### src/rtl/uart_pkg.sv
// uart_pkg: shared types and helpers for the UART word transmitter and the
// planned receiver.
//   tx_state_t                : transmitter FSM states
//   uart_frame_bits()         : bits per frame (start + data + parity + stop)
//   UART_CLKS_PER_BIT_115200  : clocks per bit for 115200 baud at 50 MHz
package uart_pkg;

  localparam int unsigned UART_CLKS_PER_BIT_115200 = 434;

  typedef enum logic [2:0] {
    IDLE,
    START,
    DATA,
    PARITY,
    STOP
  } tx_state_t;

  function automatic int unsigned uart_frame_bits(input int unsigned data_bits,
                                                  input int unsigned parity_en,
                                                  input int unsigned stop_bits);
    return 1 + data_bits + parity_en + stop_bits;
  endfunction

endpackage

### src/rtl/uart_word_tx_if.sv
// uart_word_tx_if: word handshake and status between the device manager and
// the UART word transmitter.
//   in_valid  manager -> tx   word presented
//   in_data   manager -> tx   word to send (WIDTH bits)
//   in_ready  tx -> manager   transmitter idle, word can be accepted
//   busy      tx -> manager   word in progress
//   done      tx -> manager   one-cycle pulse at end of word
interface uart_word_tx_if #(
  parameter int unsigned WIDTH = 32
) ();

  logic             in_valid;
  logic [WIDTH-1:0] in_data;
  logic             in_ready;
  logic             busy;
  logic             done;

  modport master (output in_valid, output in_data,
                  input  in_ready, input  busy, input done);

  modport slave  (input  in_valid, input  in_data,
                  output in_ready, output busy, output done);

endinterface

### src/rtl/uart_baud_counter.sv
// uart_baud_counter: bit-period pacing counter.
//   clk     in   clock
//   rst_n   in   asynchronous active-low reset
//   enable  in   count while high; counter held at 0 while low
//   tick    out  high on the terminal count (last cycle of a bit)
module uart_baud_counter
  import uart_pkg::*;
#(
  parameter int unsigned CLKS_PER_BIT = UART_CLKS_PER_BIT_115200
) (
  input  logic clk,
  input  logic rst_n,
  input  logic enable,
  output logic tick
);

  localparam int unsigned CNT_W = $clog2(CLKS_PER_BIT);
  localparam logic [CNT_W-1:0] LAST = CNT_W'(CLKS_PER_BIT - 1);

  logic [CNT_W-1:0] count;

  assign tick = enable && (count == LAST);

  always_ff @(posedge clk or negedge rst_n) begin
    if (!rst_n) begin
      count <= '0;
    end else if (!enable || tick) begin
      count <= '0;
    end else begin
      count <= count + 1'b1;
    end
  end

endmodule

### src/rtl/uart_word_tx.sv
// uart_word_tx: RS232 word transmitter. Accepts a WORD_BYTES*DATA_BITS word
// over a valid/ready handshake and sends it LSB byte first, LSB bit first,
// as start / data / [parity] / stop frames with no gap between frames.
//   clk    in   clock
//   rst_n  in   asynchronous active-low reset
//   bus    slave modport of uart_word_tx_if (in_valid, in_data, in_ready,
//          busy, done)
//   txd    out  registered serial line, idles high
module uart_word_tx
  import uart_pkg::*;
#(
  parameter int unsigned CLKS_PER_BIT = UART_CLKS_PER_BIT_115200,
  parameter int unsigned DATA_BITS    = 8,
  parameter int unsigned WORD_BYTES   = 4,
  parameter int unsigned PARITY_EN    = 0,
  parameter int unsigned PARITY_ODD   = 0,
  parameter int unsigned STOP_BITS    = 1
) (
  input  logic           clk,
  input  logic           rst_n,
  uart_word_tx_if.slave  bus,
  output logic           txd
);

  localparam int unsigned WORD_W = WORD_BYTES * DATA_BITS;
  localparam int unsigned BIT_W  = $clog2(DATA_BITS);
  localparam int unsigned BYTE_W = (WORD_BYTES > 1) ? $clog2(WORD_BYTES) : 1;

  if (CLKS_PER_BIT < 2) begin : gChkClks
    $error("uart_word_tx: CLKS_PER_BIT must be >= 2");
  end
  if (DATA_BITS < 5 || DATA_BITS > 8) begin : gChkData
    $error("uart_word_tx: DATA_BITS must be 5..8");
  end
  if (WORD_BYTES < 1) begin : gChkBytes
    $error("uart_word_tx: WORD_BYTES must be >= 1");
  end
  if (PARITY_EN > 1 || PARITY_ODD > 1) begin : gChkParity
    $error("uart_word_tx: PARITY_EN and PARITY_ODD must be 0 or 1");
  end
  if (STOP_BITS < 1 || STOP_BITS > 2) begin : gChkStop
    $error("uart_word_tx: STOP_BITS must be 1 or 2");
  end

  tx_state_t         state, stateNext;
  logic              tick;
  logic [WORD_W-1:0] shiftReg;
  logic [BIT_W-1:0]  bitIdx;
  logic              stopIdx;
  logic [BYTE_W-1:0] byteIdx;
  logic              parityBit;
  logic              txdNext, doneNext;
  logic              busyQ, doneQ;
  logic              lastBit, lastStop, lastByte;

  assign lastBit  = (bitIdx == BIT_W'(DATA_BITS - 1));
  assign lastStop = (stopIdx == 1'(STOP_BITS - 1));
  assign lastByte = (byteIdx == BYTE_W'(WORD_BYTES - 1));

  assign bus.in_ready = (state == IDLE);
  assign bus.busy     = busyQ;
  assign bus.done     = doneQ;

  uart_baud_counter #(.CLKS_PER_BIT(CLKS_PER_BIT)) baud (
    .clk    (clk),
    .rst_n  (rst_n),
    .enable (state != IDLE),
    .tick   (tick)
  );

  always_ff @(posedge clk or negedge rst_n) begin
    if (!rst_n) begin
      state <= IDLE;
      txd   <= 1'b1;
      busyQ <= 1'b0;
      doneQ <= 1'b0;
    end else begin
      state <= stateNext;
      txd   <= txdNext;
      busyQ <= (stateNext != IDLE);
      doneQ <= doneNext;
    end
  end

  // txd is registered from the line level of the next state, so the start
  // bit appears the cycle after accept and each level lasts a full bit.
  always_comb begin
    stateNext = state;
    txdNext   = 1'b1;
    doneNext  = 1'b0;
    case (state)
      IDLE: begin
        if (bus.in_valid) begin
          stateNext = START;
          txdNext   = 1'b0;
        end
      end
      START: begin
        txdNext = 1'b0;
        if (tick) begin
          stateNext = DATA;
          txdNext   = shiftReg[0];
        end
      end
      DATA: begin
        txdNext = shiftReg[0];
        if (tick) begin
          if (!lastBit) begin
            txdNext = shiftReg[1];
          end else if (PARITY_EN != 0) begin
            stateNext = PARITY;
            txdNext   = parityBit;
          end else begin
            stateNext = STOP;
            txdNext   = 1'b1;
          end
        end
      end
      PARITY: begin
        txdNext = parityBit;
        if (tick) begin
          stateNext = STOP;
          txdNext   = 1'b1;
        end
      end
      STOP: begin
        txdNext = 1'b1;
        if (tick && lastStop) begin
          if (lastByte) begin
            stateNext = IDLE;
            doneNext  = 1'b1;
          end else begin
            stateNext = START;
            txdNext   = 1'b0;
          end
        end
      end
      default: stateNext = IDLE;
    endcase
  end

  always_ff @(posedge clk or negedge rst_n) begin
    if (!rst_n) begin
      shiftReg  <= '0;
      bitIdx    <= '0;
      stopIdx   <= 1'b0;
      byteIdx   <= '0;
      parityBit <= 1'b0;
    end else begin
      if (state == IDLE) begin
        bitIdx  <= '0;
        stopIdx <= 1'b0;
        byteIdx <= '0;
        if (bus.in_valid) shiftReg <= bus.in_data;
      end else if (tick) begin
        case (state)
          DATA: begin
            // Shifting the whole word leaves the next byte at the bottom.
            shiftReg <= shiftReg >> 1;
            bitIdx   <= lastBit ? '0 : bitIdx + 1'b1;
          end
          STOP: begin
            if (lastStop) begin
              stopIdx <= 1'b0;
              byteIdx <= lastByte ? '0 : byteIdx + 1'b1;
            end else begin
              stopIdx <= stopIdx + 1'b1;
            end
          end
          default: ;
        endcase
      end
      // The current byte sits untouched in the low bits throughout START.
      if (state == START) begin
        parityBit <= (^shiftReg[DATA_BITS-1:0]) ^ PARITY_ODD[0];
      end
    end
  end

endmodule

### src/flat_wrapper.sv
// flat-port wrapper written by rule: the top's interface ports become plain ports
module uart_word_tx_flat import uart_pkg::*;
#(
  parameter int unsigned CLKS_PER_BIT = UART_CLKS_PER_BIT_115200,
  parameter int unsigned DATA_BITS    = 8,
  parameter int unsigned WORD_BYTES   = 4,
  parameter int unsigned PARITY_EN    = 0,
  parameter int unsigned PARITY_ODD   = 0,
  parameter int unsigned STOP_BITS    = 1
)
  (clk, rst_n, txd, bus_in_valid, bus_in_data, bus_in_ready, bus_busy, bus_done);
  uart_word_tx_if #(.WIDTH(32)) bus_i ();
  input  logic clk;
  input  logic rst_n;
  output logic txd;
  input wire logic [$bits(bus_i.in_valid)-1:0] bus_in_valid;
  input wire logic [$bits(bus_i.in_data)-1:0] bus_in_data;
  output wire logic [$bits(bus_i.in_ready)-1:0] bus_in_ready;
  output wire logic [$bits(bus_i.busy)-1:0] bus_busy;
  output wire logic [$bits(bus_i.done)-1:0] bus_done;
  assign bus_i.in_valid = bus_in_valid;
  assign bus_i.in_data = bus_in_data;
  assign bus_in_ready = bus_i.in_ready;
  assign bus_busy = bus_i.busy;
  assign bus_done = bus_i.done;
  uart_word_tx #(.CLKS_PER_BIT(CLKS_PER_BIT), .DATA_BITS(DATA_BITS), .WORD_BYTES(WORD_BYTES), .PARITY_EN(PARITY_EN), .PARITY_ODD(PARITY_ODD), .STOP_BITS(STOP_BITS)) u_core (.clk(clk), .rst_n(rst_n), .bus(bus_i), .txd(txd));
endmodule
### config.mk
export PLATFORM = sky130hd
export DESIGN_NAME = uart_word_tx_flat
export DESIGN_NICKNAME = d
export VERILOG_FILES = /design/src/rtl/uart_pkg.sv /design/src/rtl/uart_word_tx_if.sv /design/src/rtl/uart_baud_counter.sv /design/src/rtl/uart_word_tx.sv /design/src/flat_wrapper.sv
export SDC_FILE = /design/constraint.sdc
export NUM_CORES = 1
export LEC_CHECK = 0
export ABC_AREA = 0
export BUFFER_PORTS_ARGS = -buffer_cell sky130_fd_sc_hd__buf_2
export CAP_MARGIN = 20
export CORE_ASPECT_RATIO = 0.9
export CORE_MARGIN = 1
export CORE_UTILIZATION = 50
export DETAILED_ROUTE_END_ITERATION = 16
export PLACE_DENSITY = 0.78
export SLEW_MARGIN = 20
export SYNTH_ARGS = -nofsm -noshare
export SYNTH_HDL_FRONTEND = slang
export SYNTH_HIERARCHICAL = 1
export SYNTH_SLANG_ARGS = --single-unit
### constraint.sdc
create_clock -name clk -period 2.6 [get_ports clk]
set_clock_uncertainty 0.15 [all_clocks]
set_input_delay 0.13 -clock clk [delete_from_list [all_inputs] [get_ports clk]]
set_output_delay 0.13 -clock clk [all_outputs]
set_load 0.02 [all_outputs]
## After elaboration in Yosys (flattened, before gate mapping)

Cells that the tools add are included.

| storage, ports and cells | value |
|---|---|
| output and inout bits | 4 |
| input bits | 35 |
| register bits | 54 |
| word-level logic and storage cells | 75 |

| cells by class | value |
|---|---|
| reductions and logical operators | 15 |
| $add $sub $neg | 4 |
| bitwise logic cells | 1 |
| eq/ne operators | 9 |
| mux-type cells | 36 |

Operator list:

| kind | number |
|---|---|
| 2-to-1 mux 32 bit | 4 |
| 2-to-1 mux 3 bit | 10 |
| one-hot mux 3 bit (5 select lines) | 1 |
| 2-to-1 mux 1 bit | 14 |
| 2-to-1 mux 2 bit | 5 |
| adder 9 x 1 -> 9 bit (second input constant) | 1 |
| equality test 9 bit (second input constant) | 1 |
| 2-to-1 mux 9 bit | 1 |
| parity 8 bit | 1 |
| equality test 3 x 2 -> 1 bit (second input constant) | 2 |
| equality test 3 bit (second input constant) | 2 |
| AND reduction 3 bit | 2 |
| nonzero test 2 bit | 3 |
| nonzero test 3 bit | 2 |
| one-hot mux 1 bit (5 select lines) | 1 |
| inequality test 2 bit (second input constant) | 2 |
| AND reduction 2 bit | 2 |
| adder 3 x 1 -> 3 bit (second input constant) | 1 |
| equality test 3 x 1 -> 1 bit (second input constant) | 1 |
| zero test 3 bit | 1 |
| adder 2 x 1 -> 2 bit (second input constant) | 1 |
| equality test 2 bit (second input constant) | 1 |
| logical AND 1 bit | 2 |
| adder 1 bit (second input constant) | 1 |
| other kinds (3) | 3 |

## Depth between registers and ports, before layout

Gate-level depths: netlist (run 1).

| logic depth | value |
|---|---|
| word-level depth | 6 |
| mapped depth | 12 |
| gate-level depth less buffers | 8 |

## Hierarchy

The synthesis (run 1) kept the hierarchy.

Modules (own cells, without submodules):

| module | area an instance (µm²) | times used | seq. area each (µm²) | cells an instance |
|---|---|---|---|---|
| uart_word_tx | 2214.6 | 1 | 1102.3 | 221 |
| uart_baud_counter | 486.7 | 1 | 225.2 | 48 |

## Least setup slack after synthesis (run 1)

No wires, ideal clock.

| timing | value |
|---|---|
| path kind | register -> register |
| from | register u_core.state[2] |
| to | register u_core.state[2] |
| stages on the path, launching flop included | 12 |
| clock period less this slack | 2.381 ns |
| arrival time | 2.130 ns |
| path buffers | 5 |
| setup slack | 0.219 ns |
| data required time | 2.349 ns |
| library setup time | 0.101 ns |
| path through | dfrtp_1 buf_2 nor3_2 buf_4 buf_6 inv_1 inv_1 nor4_1 buf_2 buf_2 o21ai_0 o32ai_1 |

| on the way | value |
|---|---|
| elaborated cells between the ends (all ways) | 15 |
| classes of those cells | eq/ne (4); mux (7); reduce/logical (4) |

RTL lines:

| element | RTL line | source |
|---|---|---|
| from (decl) | uart_word_tx.sv:45 | `tx_state_t state, stateNext;` |
| from (signal assigned) | uart_word_tx.sv:78 | `state <= stateNext;` |
| zero test 3 bit | -- |  |
| via bus_in_ready | flat_wrapper.sv:18 | `output wire logic [$bits(bus_i.in_ready)-1:0] bus_in_ready;` |
| one-hot mux 3 bit (5 select lines) | uart_word_tx.sv:91 | `case (state)` |
| via u_core.stateNext[2] | uart_word_tx.sv:45 |  |

The timed path passes the listed nets, and every way through them passes these cells.
A chain may end at the register's enable or synchronous reset.

## Worst setup path in the final report (run 1)

| timing | value |
|---|---|
| from | register u_core.state[0] |
| to | register u_core.shiftReg[31] |

| on the way | value |
|---|---|
| longest elaborated chain between the ends | 4 |
| elaborated cells between the ends (all ways) | 9 |
| classes of those cells | eq/ne (2); mux (1); reduce/logical (6) |

Ends and longest elaborated chain:

| element | RTL line | source |
|---|---|---|
| nonzero test 3 bit | uart_word_tx.sv:67 | `.enable (state != IDLE),` |
| logical AND 1 bit | uart_baud_counter.sv:22 | `assign tick = enable && (count == LAST);` |
| nonzero test 2 bit (no line) | -- |  |
| AND reduction 3 bit (no line) | -- |  |
| to (signal assigned) | uart_word_tx.sv:154 | `if (bus.in_valid) shiftReg <= bus.in_data;` |
| to (signal assigned) | uart_word_tx.sv:159 | `shiftReg <= shiftReg >> 1;` |
| to (decl) | uart_word_tx.sv:47 | `logic [WORD_W-1:0] shiftReg;` |

Several ways; a longest one is shown, not always the timed one.

==> results of run 1 <==
==> cell families after synthesis <==
group           after synthesis  share of synthesized area (%)
simple gates                 81                          14.27
xor+xnor                     10                          3.242
flops                        53                          49.14
buf+inv                      24                          5.141
mux                          32                          11.86
compound gates               64                          14.03
fa+ha+maj                     5                          2.316
==> layer usage <==
| metal | vias up | GRT usage [%] |
|---|---|---|
| li1 | 1067 | - |
| met1 | 1014 | 26.33 |
| met2 | 49 | 34.47 |
| met3 | 15 | 3.822 |
| met4 | 0 | 8.283 |
| met5 | - | 0 |
==> final timing paths <==
path	cells past startpoint	to	startpoint	slack, ns
min in group asynchronous	2	u_core/shiftReg[12]	rst_n	0.27
min reg2reg	1	u_core/byteIdx[0]	u_core/byteIdx[0]	0.34
max reg2reg	5	u_core/shiftReg[31]	u_core/state[0]	0.33
min	3	u_core/shiftReg[30]	bus_in_data[30]	0.008
max in group asynchronous	3	u_core/txd	rst_n	1.31
max	5	u_core/shiftReg[31]	u_core/state[0]	0.33
==> Yosys cell counts <==
cell,count,area share (%)
dfrtp_1,52,48
nor2_4,1,0.42
buf_6,4,1.7
xnor2_1,8,2.6
nor3_2,1,0.37
dfstp_2,1,0.97
a22oi_1,1,0.28
o32ai_1,1,0.32
or3_4,1,0.42
nor2_1,42,5.8
nand4_2,1,0.46
buf_2,9,1.7
o31ai_4,1,0.79
nor4_1,1,0.23
buf_4,2,0.56
or3b_1,1,0.32
a22o_1,1,0.32
o311ai_0,1,0.32
o2bb2ai_1,3,0.97
clkbuf_1,1,0.14
inv_1,8,1.1
xor2_1,2,0.65
nand2_1,14,1.9
nor2b_1,3,0.69
nand2b_1,2,0.46
o211ai_1,1,0.28
or2_0,1,0.23
ha_1,5,2.3
o221ai_1,1,0.32
nand4_1,1,0.23
nand3_1,6,1.1
a21oi_1,38,7.0
o21ai_0,9,1.7
a31oi_1,6,1.4
mux2i_1,32,12
or4_1,1,0.28
and3_1,1,0.23
or3_1,2,0.46
o41ai_1,1,0.32
nand3b_1,2,0.56
==> cell usage in the layout, fill, tap and decap left out, types with 5 or more instances in the layout <==
cell	instances
dfrtp_1	52
nand3_1	6
buf_4	5
inv_1	8
a31oi_1	6
a21oi_1	38
clkbuf_8	5
nor2_1	42
nand2_1	14
o21ai_0	9
xnor2_1	8
buf_2	38
mux2i_1	32
ha_1	5
dlygate4sd3_1	30
==> layout make-up <==
class,count,area [µm²],share of cell area (%)
clock buffer,7,76.32,2.298
clock inverter,1,7.507,0.2261
inverter,8,30.03,0.9043
multi-input combinational,192,1247,37.57
sequential,53,1328,39.98
tap,67,83.83,2.524
timing repair buffer,74,548.0,16.50
==> worst max-delay path, cell delays in order (launching register included) <==
cell           delay, ns
dfrtp_1             0.53
nor3_4              0.24
buf_4               0.50
nand3_1             0.13
dlygate4sd3_1       0.58
nand2_1             0.07
==> state kept, by name, indices dropped and copies added (netlist names) <==
| name | flops |
|---|---|
| u_core/byteIdx | 2 |
| u_core/txd | 1 |
| u_core/bitIdx | 3 |
| u_core/state | 3 |
| u_core/bus.busy | 1 |
| u_core/baud/count | 9 |
| u_core/bus.done | 1 |
| u_core/parityBit | 1 |
| u_core/shiftReg | 32 |
==> through the flow <==
step | cells | utilization [%] | hold WS (ns) | power, mW | setup slack [ns]
final | 402 | 63.57 | 0.007704 | 2.567 | 0.3345
after global routing | 402 | 63.57 | 0.02371 | 2.758 | 0.1281
after CTS | 402 | 63.57 | 0.00001021 | 2.563 | 0.3424
after detailed placement | 364 | 56.22 | 0.1015 | 2.078 | 0.3915
after global placement | 364 | 56.22 | 0.08726 | 2.036 | 0.4798
after floorplan | 269 | - | -0.3156 | 1.898 | 0.2192
==> timing repair <==
item                                    in CTS  in global routing
hold endpoints to repair                    59                  0
endpoints found under the setup margin       0                  0
hold buffers                                30                  0
==> power breakdown <==
group / internal (mW) / switching (mW) / total [mW]
clock network: 0.191 / 0.261 / 0.452
logic: 0.422 / 0.391 / 0.813
registers: 1.09 / 0.211 / 1.30
total: 1.70 / 0.864 / 2.57
==> flow_summary.ini, run 1 <==
[critical_path]
cp.arrival_ns = 2.36
worst_ep_required_time_ns = 2.69
end_kind = flip-flop
critical_path.max_fanout = 34
crit_path_start_kind = flip-flop
crit_type = reg2reg

[layout]
design_area_mm2 = 0.003321
drive_gt1_share_pct = 17.01
diodes = 0
area_growth_pct = 22.93
fill_cells = 399
fin_nets = 374

[clocking]
cts_resized = 0
cts.sinks = 53
insertion_delay_ns = 0.31
cts_setup_buffers = 0
numCtsBuffers = 5
h-tree-depth = 2
path_clk_slew_ns = 0.09
cts_tree = yes
clock_path_buffers = 2
cts_root_buf = clkbuf_8

[sta]
finalMaxSlewViolations = 0
period_share_pct = 87.13
fin_tns_setup_ns = 0
layout_min_cycle_time_ns = 2.265
maxSlewHeadroom_pct = 49.92
rsz0062_at_grt = no
setup_viol = 0
worst_pin_slew_ns = 0.7512
max_freq_mhz = 441.4
hold_viol = 0

[global_route]
antenna_found_initial = 0
grt_overflow_total = 0
grtUsageTotal_pct = 20.59
grt_pass1_vias = 2127
grt_max_degree = 63
grt_pass1_wl_mm = 9.149

[detailed_routing]
route.met3.wl_um = 148
top_layer_used = met4
avgViaCountPerCell = 5.336
drcViolationCount = 0
wl_per_cell_um = 13.64
wl_met2_mm = 2.717
ant_nets = 0
wl_met1_mm = 2.499
drtIter0Drc = 120
finalWirelength_mm = 5.484
first_pass_iters = 4
via_count = 2145

[power]
ir_worst_vdd_v = 0.0005054
total_leakage_power_nw = 1.370
powerDensity_mw_per_mm2 = 773.1

[floorplan]
num_rows = 25
core_area_mm2 = 0.005224
dieArea_mm2 = 0.005701
die-height_um = 71.73
pin_count = 39
initial_core_util_pct = 51.71
die_w_um = 79.48

[place]
globalplace.congestion = 0.8720
placed_area_mm2 = 0.002937
io_buffers = 38
post-dp-hpwl_mm = 3.376

[min_path]
hp-class = in2reg

[synth]
syn_avg_cell_area_um2 = 10.04
syn_area_mm2 = 0.002701
ys_seq_area_share_pct = 49.14
ys_warn_count = 6
synth_nets = 309
synth.distinct_cells = 40
synth_cells = 269
synth_seq_cells = 53

[flow_run]
maxCapViolCount = 0

[status]
status = finished clean
(Power assumes the default switching activity.)
==> inputs of run 2 (changes only) <==
--- a/config.mk
+++ b/config.mk
@@ -13,6 +13,7 @@
 export CORE_UTILIZATION = 50
 export DETAILED_ROUTE_END_ITERATION = 16
 export PLACE_DENSITY = 0.78
+export REMOVE_ABC_BUFFERS = 1
 export SLEW_MARGIN = 20
 export SYNTH_ARGS = -nofsm -noshare
 export SYNTH_HDL_FRONTEND = slang
==> run 2 against run 1 <==
Net effect:
- sequential cell count unchanged
- non-clock buffer count down 4
- combinational power about the same
- die area unchanged
- via count down 1.2%
- critical path type unchanged
- first-iteration DRC count up 42%
- fmax about the same
- sequential power about the same
- power about the same
- clock power down 0.9%
- cell count down 1.0%
==> flow_summary.ini, run 2 (synthesis gave the netlist of run 1 again) <==
[layout]
seq_area_mm2 = 0.001328
drive_gt1_share_pct = 17.22
multi_input_area_mm2 = 0.001247
area_growth_pct = 21.49
reg.largest.list = u_core/shiftReg: 32 flops, u_core/baud/count: 9 flops
largest_reg_flops = 32
final_util_pct = 62.83
mostFrequentLayoutCell = dfrtp_1
fin_nets = 370
fill_cells = 396
diodes = 0
mostFrequentLayoutCells = 52 x dfrtp_1, 42 x nor2_1, 38 x buf_2, 38 x a21oi_1, 32 x mux2i_1
largest_register = u_core/shiftReg

[power]
power_frac_seq_pct = 50.9
internal_power_mw = 1.696
power_switching_share_pct = 33.86
ir_worst_vdd_v = 0.0005269
combPwrFrac_pct = 31.6
powerDensity_mw_per_mm2 = 781.5
switching_power_uw = 868.4
total_leakage_power_nw = 1.362
power_frac_clock_pct = 17.5

[critical_path]
cp.arrival_ns = 2.34
crit_type = reg2reg
critical_path.max_fanout = 62
end_kind = flip-flop
r2r_slack_ns = 0.33
crit_path_start_kind = flip-flop
worst_ep_required_time_ns = 2.67

[floorplan]
num_rows = 25
die-height_um = 71.73
core_area_mm2 = 0.005224
dieArea_mm2 = 0.005701
initial_core_util_pct = 51.71
pin_count = 39
die_w_um = 79.48

[sta]
worst_slack_ns = 0.3347
hold_viol = 0
period_share_pct = 87.13
max_freq_mhz = 441.4
worst_pin_slew_ns = 0.6519
finalMaxSlewViolations = 0
layout_min_cycle_time_ns = 2.265
setup_viol = 0
maxSlewHeadroom_pct = 56.54
rsz0062_at_grt = no

[status]
status = finished clean

[detailed_routing]
first_pass_iters = 4
avgViaCountPerCell = 5.327
drtIter0Drc = 170
wl_per_cell_um = 13.40
finalWirelength_mm = 5.332
ant_nets = 0
via_count = 2120
drcViolationCount = 0

[clocking]
numCtsBuffers = 5
cts_tree = yes
cts_setup_buffers = 0
cts.sinks = 53
path_clk_slew_ns = 0.09
h-tree-depth = 2
insertion_delay_ns = 0.30
clock_path_buffers = 2
cts_root_buf = clkbuf_8

[place]
globalplace.congestion = 0.8424
post-place-ws_ns = 0.3901
post-dp-hpwl_mm = 3.408
io_buffers = 38

[global_route]
grt_pass1_vias = 1993
grt_overflow_total = 0
grtUsageTotal_pct = 20.61
use_met2_pct = 34.00
grt_max_degree = 63
use_met1_pct = 27.63
grt_pass1_wl_mm = 9.177
use_met3_pct = 4.331
antenna_found_initial = 0
grt.busiest_layer = met2

[flow_run]
maxCapViolCount = 0

[min_path]
hp-class = in2reg
run 2: repair_timing:
| item | in CTS | in global routing |
|---|---|---|
| hold buffers | 27 | 0 |
| gates resized for setup | 0 | 0 |
| endpoints found under the hold margin | 54 | 0 |
run 2: worst paths after layout:
kind | cells after the start | end | start
max | 9 | u_core/shiftReg[6] | u_core/state[0]
min | 3 | u_core/shiftReg[15] | bus_in_data[15]
max reg2reg | 9 | u_core/shiftReg[6] | u_core/state[0]
min reg2reg | 2 | u_core/byteIdx[1] | u_core/byteIdx[1]
max in group asynchronous | 3 | u_core/txd | rst_n
min in group asynchronous | 2 | u_core/shiftReg[22] | rst_n
run 2: final cells by class:
type | count | share of cell area [%]
multi-input combinational | 192 | 38.01
sequential | 53 | 40.45
clock buffer | 6 | 2.211
inverter | 8 | 0.9150
tap | 67 | 2.554
clock inverter | 2 | 0.3050
timing repair buffer | 70 | 15.55
run 2: per-stage QoR:
step                total power, mW  instance area [µm²]  hold slack [ns]  TNS (ns)  cells
floorplan                     1.885                 2592          -0.3156    -79.91    253
global placement              2.040                 2929          0.03785         0    363
detailed placement            2.082                 2929          0.05080         0    363
CTS                           2.567                 3282        0.0004838         0    398
global route                  2.755                 3282         0.004347         0    398
finish                        2.565                 3282         0.007154         0    398
run 2: critical path: stages (launching register included):
cell and delay, ns:
dfrtp_1 0.58, nor3_4 0.09, inv_1 0.12, inv_1 0.11, nor4_2 0.32, mux2i_1 0.18
nor2_4 0.14, buf_12 0.26, nor2_1 0.08, a21oi_1 0.15
run 2: power by group through the flow:
stage / Clock [mW] / Sequential [mW] / Combinational (mW)
6_report: 0.448 / 1.31 / 0.812
5_1_grt: 0.491 / 1.34 / 0.925
4_1_cts: 0.466 / 1.30 / 0.805
3_5_place_dp: 0 / 1.31 / 0.774
3_3_place_gp: 0 / 1.30 / 0.744
2_1_floorplan: 0 / 1.26 / 0.624
run 2: metal layers:
layer	part of all wire, %	wire length, µm
met5	0	0
met4	0.90	48
met3	3.4	182
met2	49	2591
met1	47	2509
==> inputs of run 3 (changes only) <==
--- a/config.mk
+++ b/config.mk
@@ -5,12 +5,13 @@
 export SDC_FILE = /design/constraint.sdc
 export NUM_CORES = 1
 export LEC_CHECK = 0
-export ABC_AREA = 0
+export ABC_AREA = 1
 export BUFFER_PORTS_ARGS = -buffer_cell sky130_fd_sc_hd__buf_2
 export CAP_MARGIN = 20
 export CORE_ASPECT_RATIO = 0.9
 export CORE_MARGIN = 1
 export CORE_UTILIZATION = 50
+export CTS_CLUSTER_DIAMETER = 100
 export DETAILED_ROUTE_END_ITERATION = 16
 export PLACE_DENSITY = 0.78
 export REMOVE_ABC_BUFFERS = 1
==> run 3 against run 2 <==
Net effect:
- worst hold slack gained 0.0014 ns
- largest power group unchanged
- global-route usage grew 0.96 points
- area after synthesis grew 9.3%
- sequential power shrank 37%
- fmax shrank 4.7%
- cell count grew 38%
- sequential cell count is the same
- design area grew 9.6%
- register-to-register slack lost 0.10 ns
- combinational power shrank 90%
==> flow_summary.ini, run 3 <==
[clocking]
numCtsBuffers = 5
clock_path_buffers = 2
cts_root_buf = clkbuf_8
h-tree-depth = 2
cts_setup_buffers = 0
path_clk_slew_ns = 0.09
cts_tree = yes
cts.sinks = 53
insertion_delay_ns = 0.30

[floorplan]
die_w_um = 82.99
dieArea_mm2 = 0.006215
num_rows = 26
pin_count = 39
initial_core_util_pct = 51.85
core_area_mm2 = 0.005693
die-height_um = 74.89

[synth]
synth_top_area_cell = dfrtp_1
synth_seq_cells = 53
yosysTopAreaCellShare_pct = 44.09
synth_cells = 412
synthFlopType = dfrtp_1
synth_area_leaders = dfrtp_1 44%, nand2_1 28%, inv_1 3.7%
synth.distinct_cells = 27
synth_common_cells = 222 x nand2_1, 52 x dfrtp_1, 29 x inv_1
ys_warn_count = 6
ys_async_sr_fraction_pct = 100.0
synth-edff-count = 0
syn_avg_cell_area_um2 = 7.164
ys_seq_area_share_pct = 44.98
syn_area_mm2 = 0.002952
yosysMostFrequentCell = nand2_1

[flow_run]
maxCapViolCount = 0

[global_route]
grt_pass1_vias = 2548
grt_overflow_total = 0
grt_pass1_wl_mm = 10.78
grtUsageTotal_pct = 21.57
grt_max_degree = 43
antenna_found_initial = 0

[layout]
diodes = 0
area_growth_pct = 21.87
reg.largest.list = u_core/shiftReg: 32 flops, u_core/baud/count: 9 flops
largest_reg_flops = 32
final_util_pct = 63.19
fin_nets = 519
largest_register = u_core/shiftReg
mostFrequentLayoutCell = nand2_1
mostFrequentLayoutCells = 222 x nand2_1, 52 x dfrtp_1, 38 x buf_2, 32 x dlygate4sd3_1, 29 x inv_1
drive_gt1_share_pct = 14.79

[place]
io_buffers = 38
globalplace.congestion = 0.9272
post-dp-hpwl_mm = 3.804

[sta]
setup_viol = 0
worst_pin_slew_ns = 0.6316
finalMaxSlewViolations = 0
maxSlewHeadroom_pct = 57.83
fin_tns_setup_ns = 0
max_freq_mhz = 420.6
layout_min_cycle_time_ns = 2.378
rsz0062_at_grt = no
period_share_pct = 91.45
hold_viol = 0

[detailed_routing]
first_pass_iters = 4
finalWirelength_mm = 6.129
top_layer_used = met4
ant_nets = 0
via_count = 2697
drcViolationCount = 0
route.met3.wl_um = 293
wl_per_cell_um = 11.14
drtIter0Drc = 102
avgViaCountPerCell = 4.904
wl_met1_mm = 2.794
wl_met2_mm = 2.993

[critical_path]
critical_path.max_fanout = 42
cp.arrival_ns = 2.10
worst_ep_required_time_ns = 2.32
end_kind = output port
crit_type = reg2out
crit_path_start_kind = flip-flop

[min_path]
hp-class = in2reg

[power]
total_leakage_power_nw = 1.969
powerDensity_mw_per_mm2 = 413.4
ir_worst_vdd_v = 0.0003111

[status]
status = finished clean
run 3: cell types whose count changed after synthesis, moves of 5 or more:
cell / previous run / this run
a21oi_1: 38 / 4
a31oi_1: 6 / 0
inv_1: 8 / 29
mux2i_1: 32 / 0
nand2_1: 14 / 222
nand3_1: 6 / 14
nor2_1: 42 / 27
o21ai_0: 9 / 15
o21ai_2: 0 / 9
xnor2_1: 8 / 3
run 3: path summary, 6_finish.rpt:
| check | startpoint | endpoint | slack [ns] | cells past startpoint |
|---|---|---|---|---|
| max in group asynchronous | rst_n | u_core/shiftReg[25] | 1.45 | 3 |
| setup / recovery | u_core/state[0] | bus_in_ready | 0.22 | 5 |
| hold / removal | bus_in_data[2] | u_core/shiftReg[2] | 0.009 | 5 |
| setup reg to reg | u_core/baud/count[0] | u_core/shiftReg[21] | 0.23 | 11 |
| hold reg to reg | u_core/shiftReg[18] | u_core/shiftReg[18] | 0.34 | 2 |
| min in group asynchronous | rst_n | u_core/baud/count[8] | 0.20 | 2 |
run 3: power by group:
group / switching (mW) / internal (mW)
registers: 0 / 0.824
clock network: 0.268 / 0.314
logic: 0.0307 / 0.0509
total: 0.298 / 1.19
run 3: metrics by stage:
stage | worst slack, ns | cell area, µm² | hold slack (ns) | power [mW] | instances
6_report | 0.2224 | 3597 | 0.008564 | 1.487 | 550
5_1_grt | 0.003136 | 3597 | 0.02502 | 1.539 | 550
4_1_cts | 0.1007 | 3592 | 0.003559 | 1.502 | 550
3_5_place_dp | 0.1333 | 3156 | 0.01081 | 0.8843 | 510
3_3_place_gp | 0.2159 | 3156 | 0.005889 | 0.8835 | 510
2_1_floorplan | 0.1661 | 2848 | -0.3156 | 0.8402 | 398
run 3: kinds of logic after synthesis:
kind of cell / synth area share, %
simple gates: 37.22
fa+ha+maj: 2.120
buf+inv: 7.672
xor+xnor: 1.187
compound gates: 6.825
flops: 44.98
run 3: cell type report:
type	instances	area (µm²)
multi-input cells	313	1398
well taps	70	87.58
clock inverters	1	30.03
clock buffers	7	86.33
flip-flops and latches	53	1328
fillers	480	2096
repair buffers	74	540.5
inverters	32	127.6
run 3: what timing repair did:
action	4_1_cts	5_1_grt
resized for setup	0	2
endpoints found under the hold margin	53	0
setup endpoints to repair	0	32
hold buffers	32	0
run 3: critical path: stages, from the launching register on:
cell,delay [ns]
dfrtp_1,0.46
nor2_4,0.19
nand2_4,0.11
buf_4,0.25
inv_2,0.50
buf_2,0.28
run 3: routing by layer:
metal  GRT usage [%]  up-vias
met3           3.838        7
met5               0        -
met1           26.01     1223
met2           40.80       82
met4           5.556        0
li1                -     1385
